===== src/rtl/rand_range_pkg.sv =====
// ---------------------------------------------------------------------------
// rand_range_pkg
//
// Shared definitions for the rand_range_buffer block:
//   - state_t       : request FSM states (IDLE / REQ / WAIT)
//   - DEFAULT_DEPTH : default number of buffered results
//   - DEFAULT_W     : default random word width
//   - MASK_W        : widest word the mask helper supports
//   - smear_mask()  : copies the highest set bit of a word into every bit
//                     below it, giving the tightest all-ones mask that still
//                     covers the value.
// ---------------------------------------------------------------------------
package rand_range_pkg;

  localparam int DEFAULT_DEPTH = 4;
  localparam int DEFAULT_W     = 32;

  // Words up to this width can be smeared; narrower words are zero-extended
  // on the way in and truncated on the way out.
  localparam int MASK_W = 64;

  typedef enum logic [1:0] {
    IDLE = 2'd0,
    REQ  = 2'd1,
    WAIT = 2'd2
  } state_t;

  // OR-shifting by 1, 2, 4, ... propagates the leading one all the way down
  // in log2(MASK_W) steps.
  function automatic logic [MASK_W-1:0] smear_mask(input logic [MASK_W-1:0] x);
    logic [MASK_W-1:0] m;
    m = x;
    for (int s = 1; s < MASK_W; s = s * 2) begin
      m = m | (m >> s);
    end
    return m;
  endfunction

endpackage : rand_range_pkg


===== src/rtl/rand_range_fifo.sv =====
// ---------------------------------------------------------------------------
// rand_range_fifo
//
// Small circular buffer that holds accepted random results until the
// consumer takes them. The head entry is presented combinationally. When the
// buffer is empty, the head entry reads as zero.
//
// Ports:
//   clk          in   clock, rising edge
//   rst          in   asynchronous active-high reset
//   push_i       in   write push_data_i at the tail
//   pop_i        in   drop the head entry (ignored when empty)
//   flush_i      in   empty the buffer; wins over push/pop
//   push_data_i  in   W   data to write
//   pop_data_o   out  W   head entry, or 0 when empty
//   count_o      out  clog2(DEPTH+1)  occupancy
//   valid_o      out  buffer non-empty
// ---------------------------------------------------------------------------
module rand_range_fifo
  import rand_range_pkg::*;
#(
  parameter int DEPTH = DEFAULT_DEPTH,
  parameter int W     = DEFAULT_W
) (
  input  logic                       clk,
  input  logic                       rst,
  input  logic                       push_i,
  input  logic                       pop_i,
  input  logic                       flush_i,
  input  logic [W-1:0]               push_data_i,
  output logic [W-1:0]               pop_data_o,
  output logic [$clog2(DEPTH+1)-1:0] count_o,
  output logic                       valid_o
);

  localparam int CW = $clog2(DEPTH + 1);
  localparam int PW = $clog2(DEPTH);

  logic [W-1:0]  mem_q [DEPTH];
  logic [PW-1:0] wr_ptr_q, wr_ptr_d;
  logic [PW-1:0] rd_ptr_q, rd_ptr_d;
  logic [CW-1:0] count_q,  count_d;
  logic          push_ok;
  logic          pop_ok;

  // Flush suppresses both operations. A push on a full buffer is dropped as
  // a safeguard, although the request FSM never issues one.
  assign push_ok = push_i && !flush_i && (count_q != CW'(DEPTH));
  assign pop_ok  = pop_i  && !flush_i && (count_q != '0);

  always_comb begin
    // NOTE: every always_comb output gets a default first so that no path
    // leaves it unassigned, which would otherwise infer a latch.
    wr_ptr_d = wr_ptr_q;
    rd_ptr_d = rd_ptr_q;
    count_d  = count_q;

    if (flush_i) begin
      wr_ptr_d = '0;
      rd_ptr_d = '0;
      count_d  = '0;
    end else begin
      // DEPTH is a power of two, so the pointers wrap by plain overflow.
      if (push_ok) wr_ptr_d = wr_ptr_q + PW'(1);
      if (pop_ok)  rd_ptr_d = rd_ptr_q + PW'(1);
      unique case ({push_ok, pop_ok})
        2'b10:   count_d = count_q + CW'(1);
        2'b01:   count_d = count_q - CW'(1);
        default: count_d = count_q;
      endcase
    end
  end

  always_ff @(posedge clk or posedge rst) begin
    // NOTE: sequential state uses non-blocking assignments so that every
    // register samples the values from before the clock edge.
    if (rst) begin
      wr_ptr_q <= '0;
      rd_ptr_q <= '0;
      count_q  <= '0;
    end else begin
      wr_ptr_q <= wr_ptr_d;
      rd_ptr_q <= rd_ptr_d;
      count_q  <= count_d;
    end
  end

  // NOTE: the storage array has no reset. Its contents are never visible
  // while count is zero, so a reset would add cost and buy nothing.
  always_ff @(posedge clk) begin
    if (push_ok) begin
      mem_q[wr_ptr_q] <= push_data_i;
    end
  end

  assign valid_o    = (count_q != '0);
  assign count_o    = count_q;
  assign pop_data_o = valid_o ? mem_q[rd_ptr_q] : '0;

endmodule : rand_range_fifo


===== src/rtl/rand_range_buffer.sv =====
// ---------------------------------------------------------------------------
// rand_range_buffer
//
// Fetches raw random words from an upstream source, one request at a time.
// Each word is reduced to a value in [0, LIMIT) by masking and rejection,
// and accepted values are buffered for a downstream consumer.
//
// A word is masked down to the smallest all-ones mask that covers LIMIT-1.
// The masked value is kept only if it is below LIMIT, so the result stays
// uniform. LIMIT == 0 selects the full word range.
//
// Ports:
//   CLK             in   clock, rising edge
//   RESET           in   asynchronous active-high reset
//   LIMIT           in   W   exclusive upper bound (0 = full range)
//   FLUSH           in   drop buffered results and any in-flight response
//   SRC_REQ         out  one-cycle request pulse to the random source
//   SRC_RESP        in   W   random word from the source
//   SRC_RESP_VALID  in   SRC_RESP valid this cycle
//   OUT_DATA        out  W   head-of-buffer value (0 when empty)
//   OUT_VALID       out  buffer non-empty
//   OUT_READY       in   consumer pops when OUT_VALID && OUT_READY
//   COUNT           out  clog2(DEPTH+1)  buffer occupancy
//   REJECT_COUNT    out  16  saturating count of rejected samples
//                        (present only when RAND_RANGE_STATS_EN is defined)
//
// Build option:
//   RAND_RANGE_STATS_EN  adds the REJECT_COUNT port and its counter.
// ---------------------------------------------------------------------------
module rand_range_buffer
  import rand_range_pkg::*;
#(
  parameter int DEPTH = DEFAULT_DEPTH,
  parameter int W     = DEFAULT_W
) (
  input  logic                       CLK,
  input  logic                       RESET,
  input  logic [W-1:0]               LIMIT,
  input  logic                       FLUSH,
  output logic                       SRC_REQ,
  input  logic [W-1:0]               SRC_RESP,
  input  logic                       SRC_RESP_VALID,
  output logic [W-1:0]               OUT_DATA,
  output logic                       OUT_VALID,
  input  logic                       OUT_READY,
  output logic [$clog2(DEPTH+1)-1:0] COUNT
`ifdef RAND_RANGE_STATS_EN
  ,
  output logic [15:0]                REJECT_COUNT
`endif
);

  localparam int CW = $clog2(DEPTH + 1);

  state_t        state_q, state_d;
  logic          discard_q, discard_d;
  logic          taken;
  logic [W-1:0]  limit_m1;
  logic [W-1:0]  mask;
  logic [W-1:0]  masked;
  logic          accept;
  logic          push;
  logic          pop;
  logic [CW-1:0] count;
  logic          fifo_valid;

  // -------------------------------------------------------------------------
  // Response qualification and range reduction
  // -------------------------------------------------------------------------
  // A response counts only when a request is outstanding. In IDLE it is
  // ignored, which also covers late responses after a reset.
  assign taken = SRC_RESP_VALID && ((state_q == REQ) || (state_q == WAIT));

  // LIMIT == 0 wraps LIMIT-1 to all ones, so the mask becomes all ones.
  // LIMIT == 1 gives LIMIT-1 == 0, so the mask becomes zero.
  assign limit_m1 = LIMIT - W'(1);
  assign mask     = W'(smear_mask(MASK_W'(limit_m1)));
  assign masked   = SRC_RESP & mask;
  assign accept   = (LIMIT == '0) || (masked < LIMIT);

  // A response that arrives after a flush belongs to a request issued before
  // the flush, so it is dropped.
  assign push = taken && !discard_q && accept;
  assign pop  = OUT_READY && fifo_valid;

  // -------------------------------------------------------------------------
  // Request FSM
  // -------------------------------------------------------------------------
  always_comb begin
    state_d   = state_q;
    discard_d = discard_q;

    unique case (state_q)
      IDLE: begin
        // Only one request may be outstanding. A free slot is required, so a
        // push can never overflow the buffer.
        if (!FLUSH && (count < CW'(DEPTH))) state_d = REQ;
      end
      REQ: begin
        // A source with zero latency may answer in the request cycle itself.
        state_d = taken ? IDLE : WAIT;
      end
      WAIT: begin
        if (taken) state_d = IDLE;
      end
      default: state_d = IDLE;
    endcase

    // A flush with a request in flight marks the next response as stale. If
    // the response arrives in the flush cycle, the buffer flush already
    // drops it, so no mark is needed.
    if (taken) begin
      discard_d = 1'b0;
    end else if (FLUSH && (state_q != IDLE)) begin
      discard_d = 1'b1;
    end
  end

  always_ff @(posedge CLK or posedge RESET) begin
    if (RESET) begin
      state_q   <= IDLE;
      discard_q <= 1'b0;
    end else begin
      state_q   <= state_d;
      discard_q <= discard_d;
    end
  end

  assign SRC_REQ = (state_q == REQ);

  // -------------------------------------------------------------------------
  // Result buffer
  // -------------------------------------------------------------------------
  rand_range_fifo #(
    .DEPTH (DEPTH),
    .W     (W)
  ) u_fifo (
    .clk         (CLK),
    .rst         (RESET),
    .push_i      (push),
    .pop_i       (pop),
    .flush_i     (FLUSH),
    .push_data_i (masked),
    .pop_data_o  (OUT_DATA),
    .count_o     (count),
    .valid_o     (fifo_valid)
  );

  assign COUNT     = count;
  assign OUT_VALID = fifo_valid;

  // -------------------------------------------------------------------------
  // Optional rejection statistics
  // -------------------------------------------------------------------------
`ifdef RAND_RANGE_STATS_EN
  logic [15:0] reject_q, reject_d;
  logic        rejected;

  // Stale responses dropped after a flush are not counted as rejections.
  assign rejected = taken && !discard_q && !accept;

  always_comb begin
    reject_d = reject_q;
    if (rejected && (reject_q != 16'hFFFF)) reject_d = reject_q + 16'd1;
  end

  // Only RESET clears the counter. FLUSH leaves it unchanged.
  always_ff @(posedge CLK or posedge RESET) begin
    if (RESET) reject_q <= '0;
    else       reject_q <= reject_d;
  end

  assign REJECT_COUNT = reject_q;
`endif

endmodule : rand_range_buffer


===== config.mk =====
export PLATFORM = sky130hd
export DESIGN_NAME = rand_range_buffer
export DESIGN_NICKNAME = d
export VERILOG_FILES = /design/src/rtl/rand_range_pkg.sv /design/src/rtl/rand_range_fifo.sv /design/src/rtl/rand_range_buffer.sv
export SDC_FILE = /design/constraint.sdc
export NUM_CORES = 1
export LEC_CHECK = 0
export CAP_MARGIN = 20
export CORE_AREA = 3 3 135 137
export CTS_CLUSTER_SIZE = 12
export DETAILED_ROUTE_END_ITERATION = 7
export DIE_AREA = 0 0 138 140
export PLACE_DENSITY = 0.71
export SLEW_MARGIN = 20
export SYNTH_ARGS = -nofsm -noshare
export SYNTH_HDL_FRONTEND = slang
export SYNTH_SLANG_ARGS = --single-unit
export TNS_END_PERCENT = 20

===== constraint.sdc =====
create_clock -name CLK -period 4.38 [get_ports CLK]
set_clock_uncertainty 0.1 [all_clocks]
set_input_delay 0.657 -clock CLK [delete_from_list [all_inputs] [get_ports CLK]]
set_output_delay 0.657 -clock CLK [all_outputs]
set_load 0.05 [all_outputs]

# == Word-level counts from Yosys, hierarchy flattened ==
# Memories as Yosys holds them, arrays and structs flattened.
# Cells that the tools add are included.
# classes
add_sub_neg,5
magnitude_cmp,2
eq_ne,7
muxes,15
n_bitwise,7
reduce_logical,23
# ops
operator,n
$and 32x32->32,1
$logic_not 32->1,1
$lt 32x32->1,1
$mux 32,1
$or 32x1->32 const B,1
$or 32x16->32,1
$or 32x24->32,1
$or 32x28->32,1
$or 32x30->32,1
$or 32x31->32,1
$sub 32x1->32 const B,1
$mux 2,7
$logic_and 1x1->1,10
$reduce_bool 2->1,4
$pmux 2 s3,1
$pmux 3 s2,1
$reduce_bool 3->1,2
$add 2x1->2 const B,2
$eq 2x1->1 const B,2
$eq 2x2->1 const B,2
$mux 1,4
$ne 2x2->1 const B,2
$add 3x1->3 const B,1
$lt 3x3->1 const B,1
7 further kinds,9
# totals
reg_bits,10
ram_bits,128
in_bits,69
out_inout_bits,37
elab_cells,65
n_memories,1
# memory_table
name,depth,width,rd,rd_clocked_by_memory_dff,wr,line_no,rtl
u_fifo.mem_q,4,32,1,0,1,rand_range_fifo.sv:39,logic [W-1:0] mem_q [DEPTH];

# == Logic depth before layout (Yosys ltp) ==
# depth
word_depth,16
ltp_mapped,28

# == By module ==
# From an unflattened synthesis, not the netlist that was laid out.
# unflattened
cells_unflattened,611
area_unflattened_um2,7757.4
# by_module_without_submodules
module,n_inst,cells_each,area_each_um2,seq_area_each_um2
rand_range_fifo,1,253,5333.9,4018.9
rand_range_buffer,1,358,2423.6,75.1

# == Least setup slack after synthesis ==
# No wires, ideal clock.
# synth_path
kind,input to register
start,in LIMIT[25]
end,mem u_fifo.mem_q[0][0] in the netlist's numbering (enable)
setup_ps,392
arrival_time_ps,6020
required_time_ps,3888
path_slack_ps,-2132
stages,18
cell_sequence,or4_4 -> or3_1 -> or4_4 -> or4b_4 -> nand2_2 -> nand3_1 -> nor2_1 -> nand4_1 -> o21a_1 -> ha_1 -> a21o_1 -> a211oi_1 -> o21bai_1 -> a21o_1 -> a2111oi_0 -> o21ai_1 -> nor3_4 -> and2_1
# synth_between
elab_chain_cells,15
word_cells_on_any_way,16
classes_between,add/sub: 1; order compare: 1; mux: 2; bitwise: 7; reduce/logical: 5
# synth_rtl
element,line_no,rtl
"start, declared",rand_range_buffer.sv:38,"input logic [W-1:0] LIMIT,"
$sub 32x1->32,rand_range_buffer.sv:76,assign limit_m1 = LIMIT - W'(1);
$or 32x31->32,rand_range_pkg.sv:34,m = m | (m >> s);
$or 32x30->32,rand_range_pkg.sv:34,
$or 32x28->32,rand_range_pkg.sv:34,
$or 32x24->32,rand_range_pkg.sv:34,
$or 32x16->32,rand_range_pkg.sv:34,
$or 32x1->32,rand_range_pkg.sv:34,
$and 32x32->32,rand_range_buffer.sv:78,assign masked = SRC_RESP & mask;
net masked[18],rand_range_buffer.sv:60,logic [W-1:0] masked;
$lt 32x32->1,rand_range_buffer.sv:79,assign accept = (LIMIT == '0) || (masked < LIMIT);
$logic_or 1x1->1,rand_range_buffer.sv:79,
$logic_and 1x1->1,rand_range_buffer.sv:83,assign push = taken && !discard_q && accept;
$logic_and 1x1->1 (2 in series),rand_range_fifo.sv:48,assign push_ok = push_i && !flush_i && (count_q != CW'(DEPTH));
$mux 1,rand_range_fifo.sv:91,if (push_ok) begin
$mux 1 (implied by the code),rand_range_fifo.sv:92,mem_q[wr_ptr_q] <= push_data_i;
"end, declared",rand_range_fifo.sv:39,
# The timed path passes the listed nets, and every way through them passes these cells.

# == Worst setup path after layout ==
# layout_path
start,in LIMIT[22]
end,"reg u_fifo.count_q[2], in the netlist u_fifo.count_o[2]"
# layout_between
elab_chain_cells,16
word_cells_on_any_way,19
classes_between,add/sub: 1; order compare: 1; eq/ne: 2; mux: 2; bitwise: 7; reduce/logical: 6
# layout_rtl
element,line_no,rtl
$sub 32x1->32 (*),rand_range_buffer.sv:76,
$or 32x31->32 (*),rand_range_pkg.sv:34,
$or 32x30->32 (*),rand_range_pkg.sv:34,
$or 32x28->32 (*),rand_range_pkg.sv:34,
$or 32x24->32 (*),rand_range_pkg.sv:34,
$or 32x16->32 (*),rand_range_pkg.sv:34,
$or 32x1->32 (*),rand_range_pkg.sv:34,
$and 32x32->32 (*),rand_range_buffer.sv:78,
net masked[17],rand_range_buffer.sv:60,
$lt 32x32->1 (*),rand_range_buffer.sv:79,
$logic_or 1x1->1 (*),rand_range_buffer.sv:79,
$logic_and 1x1->1 (*),rand_range_buffer.sv:83,
$logic_and 1x1->1 (*) (2 in series),rand_range_fifo.sv:48,
$eq 2x1->1 or $eq 2x2->1 (tied branches),rand_range_fifo.sv:66,"unique case ({push_ok, pop_ok})"
$pmux 3 s2,rand_range_fifo.sv:66,
$mux 3,rand_range_fifo.sv:58,if (flush_i) begin
"end signal, assigned",rand_range_fifo.sv:84,count_q <= count_d;
"end, declared",rand_range_fifo.sv:42,"logic [CW-1:0] count_q, count_d;"
# Mark *: on every way through the listed nets, which the timed path passes. The rest lies on a longest branch.
# A chain may end at the register's enable or synchronous reset.

==> impl_metrics.json <==
{
  "status": "complete, but fails checks",
  "violations": "negative setup slack",
  "grt_max_degree": 36,
  "synth_ff_type": "edfxtp_1",
  "synth_edf_count": 128,
  "yosys_warnings": 0,
  "cts_root_buffer": "clkbuf_16",
  "ys_top_cells_by_count": "128 x edfxtp_1, 45 x and2_1, 40 x ha_1, 40 x inv_1, 34 x nor2_1",
  "ant_nets": 0,
  "routed_wl_mm": 23.6,
  "avgSynthCellArea_um2": 12.7,
  "path_max_fanout": 5,
  "vias_per_cell": 5.53,
  "period_needed_ns": 6.06,
  "hold_viol": 0,
  "cts.clk_slew.worst_paths_ns": 0.06,
  "wl_per_cell_um": 19.8,
  "placed_cells": 1109,
  "power_leakage_nw": 4.66,
  "relSlewSlack": 0.585,
  "gp_congestion": 0.985,
  "rsz0062_at_grt": "true",
  "synth_fp_nets": 714,
  "drtIter0Drc": 405,
  "crit_type": "in2reg",
  "syn_to_final_growth_pct": 53.6,
  "coreArea_um2": 17200,
  "ys_seq_area_frac": 0.533,
  "cts_buffers": 17,
  "cts_tree": "done",
  "cts_buffer_depth": 2,
  "worstSetupStartpointType": "input pin",
  "drv_cap": 0,
  "max_freq_mhz": 165,
  "grt_overflow": 0,
  "yosys-top-cells-area": "edfxtp_1 50%, mux4_2 9.4%, ha_1 6.5%",
  "die_w_um": 138,
  "ir_worst_vdd_mv": 0.320,
  "postCtsHoldBufs": 0,
  "drt-pass1-iter-count": 5,
  "worstSetupEndpointType": "register",
  "worstPathArrival_ns": 6.26,
  "first_global_vias": 7017,
  "synthesis.instances": 604,
  "rr_startpoint": "state_q[0]",
  "yosysMostFrequentCell": "edfxtp_1",
  "ios": 106,
  "synth_top_area_share": 0.500,
  "r2r-end": "u_fifo.count_o[2]",
  "antenna_found_initial": 0,
  "synth_cell_types": 64,
  "nFillCells": 1216,
  "dieArea_um2": 19300,
  "r2r_slack_ns": 1.24,
  "clk_latency_ns": 0.42,
  "initial_core_util": 0.447,
  "hp-class": "in2async",
  "required_ns": 4.58,
  "dp_hpwl_mm": 16.8,
  "max_slew.worst_pin.slew_ns": 0.623,
  "power_density_nw_per_um2": 414,
  "htreeDepth": 4,
  "reg2regPathDepth": 14,
  "dr_total_vias": 6559,
  "ys_async_sr_fraction": 0.0725,
  "io_buffers": 105,
  "grt_usage": 0.245,
  "grt_pass1_wl_mm": 37.3,
  "fin_nets": 1061,
  "antenna_cells": 0,
  "drive_gt1_frac": 0.386,
  "maxSlewViolCount": 0,
  "fp.dieH_um": 140,
  "stdcell_count": 1187,
  "finalCritPeriodShare": 1.38,
  "yosysTopAreaCell": "edfxtp_1",
  "syn_area_um2": 7680,
  "rows": 48,
  "drc": 0,
  "worst_slack_ns": -1.68,
  "synth_seq_cells": 138,
  "fin_hold_ws_ns": 0.413,
  "finalSetupViolations": 133,
  "clock_sinks": 138
}
==> worst max-delay path, stage by stage <==
cell	delay, ns
buf_6	0.09
or4_4	0.54
or3_4	0.39
or4_4	0.43
or4b_4	0.55
nand2_4	0.12
nand3b_4	0.08
buf_4	0.14
nor2_2	0.17
nor2b_1	0.10
ha_1	0.31
a21o_1	0.17
a21o_1	0.18
a211oi_1	0.25
o21bai_1	0.11
a21o_1	0.23
a2111oi_4	0.31
o21ai_2	0.14
nor3_4	0.23
nor3_4	0.06
fa_2	0.48
nand2_2	0.10
nor2_2	0.06
a21o_1	0.18
a21oi_2	0.10
nand4_1	0.08
==> per-stage QoR <==
| stage | setup slack (ns) | total power, W | area [um^2] | setup TNS (ns) | util |
|---|---|---|---|---|---|
| finish | -1.68 | 0.00489 | 11800 | -181.56 | 0.687 |
| global placement | -2.34 | 0.00334 | 10600 | -287.90 | 0.617 |
| detailed placement | -2.53 | 0.00337 | 10600 | -317.54 | 0.617 |
| CTS | -1.78 | 0.00488 | 11600 | -200.53 | 0.677 |
| global route | -1.98 | 0.00507 | 11800 | -208.96 | 0.687 |
| floorplan | -1.83 | 0.00270 | 7750 | -220.03 | - |
==> cells in the final DEF (no fill, tap or decap), types with 5 or more instances in the layout <==
master and instances:
buf_4 227, edfxtp_1 128, clkdlybuf4s50_1 83, and2_1 40
inv_1 38, ha_1 38, mux4_2 32, nand2_1 30
nor2_1 28, nand4_1 20, xnor2_1 18, clkbuf_16 17
a21oi_1 14, nor3_1 11, a21boi_0 11, buf_12 11
dlygate4sd2_1 10, o21ai_0 9, nand3_1 9, nor2b_1 9
dfrtp_1 9, nor4_1 8, a31oi_1 8, a21o_1 7
dlymetal6s2s_1 7, o21a_1 6, and2_4 5, nand2b_1 5
and3_1 5, o211ai_1 5, a21oi_2 5, buf_6 5
==> worst max path at each step <==
stage	startpoint	end	slack [ns]	cells past startpoint
3_5_place_dp	LIMIT[25]	u_fifo.count_o[2]	-2.53	25
3_3_place_gp	LIMIT[25]	u_fifo.count_o[2]	-2.34	25
2_1_floorplan	LIMIT[25]	u_fifo.count_o[2]	-1.83	24
6_report	LIMIT[22]	u_fifo.count_o[2]	-1.68	26
4_1_cts	LIMIT[22]	u_fifo.count_o[2]	-1.78	25
5_1_grt	LIMIT[19]	u_fifo.count_o[2]	-1.98	25
==> routing by layer <==
layer | share of wire | global-route usage | vias up
li1 | - | - | 3031
met1 | 0.41 | 0.316 | 3233
met2 | 0.50 | 0.420 | 247
met3 | 0.062 | 0.0495 | 48
met4 | 0.024 | 0.0764 | 0
met5 | 0 | 0 | -
==> sequential cells by signal (all words and copies together), names as in the netlist <==
name,cells
discard_q,1
state_q,2
u_fifo.count_o,3
u_fifo.mem_q,128
u_fifo.rd_ptr_q,2
u_fifo.wr_ptr_q,2
==> report_power, final <==
part / total (W) / internal (W) / switching, W / leakage [nW]
logic: 0.00183 / 0.000770 / 0.00106 / 3.09
clock network: 0.00148 / 0.000943 / 0.000533 / 0.292
registers: 0.00158 / 0.00151 / 0.0000755 / 1.29
==> cells by family (layout without fill, tap and decap cells) <==
logic type,Yosys count,after routing,share of synthesized area
adder cells (fa/ha/maj),41,41,0.0677
buffers and inverters,58,416,0.0283
XOR/XNOR,20,20,0.0246
flip-flops,138,138,0.533
multiplexers,34,34,0.0966
AND/OR/NAND/NOR,214,214,0.159
AO/OA/AOI/OAI,99,99,0.0910
==> final cells by class <==
class                   instances  area [um^2]  share of cell area
flip-flops and latches        138         4100               0.347
multi-input cells             408         3660               0.310
clock inverters                12          176              0.0150
repair buffers                346         3010               0.255
inverters                      40          150              0.0127
well taps                     225          282              0.0239
clock buffers                  18          429              0.0364
==> what timing repair did <==
action	CTS	global route
endpoints found under the setup margin	133	133
pin swaps	37	24
gates resized for setup	56	32
cloned	0	0
buffers inserted	43	5
(Power assumes the default switching activity.)
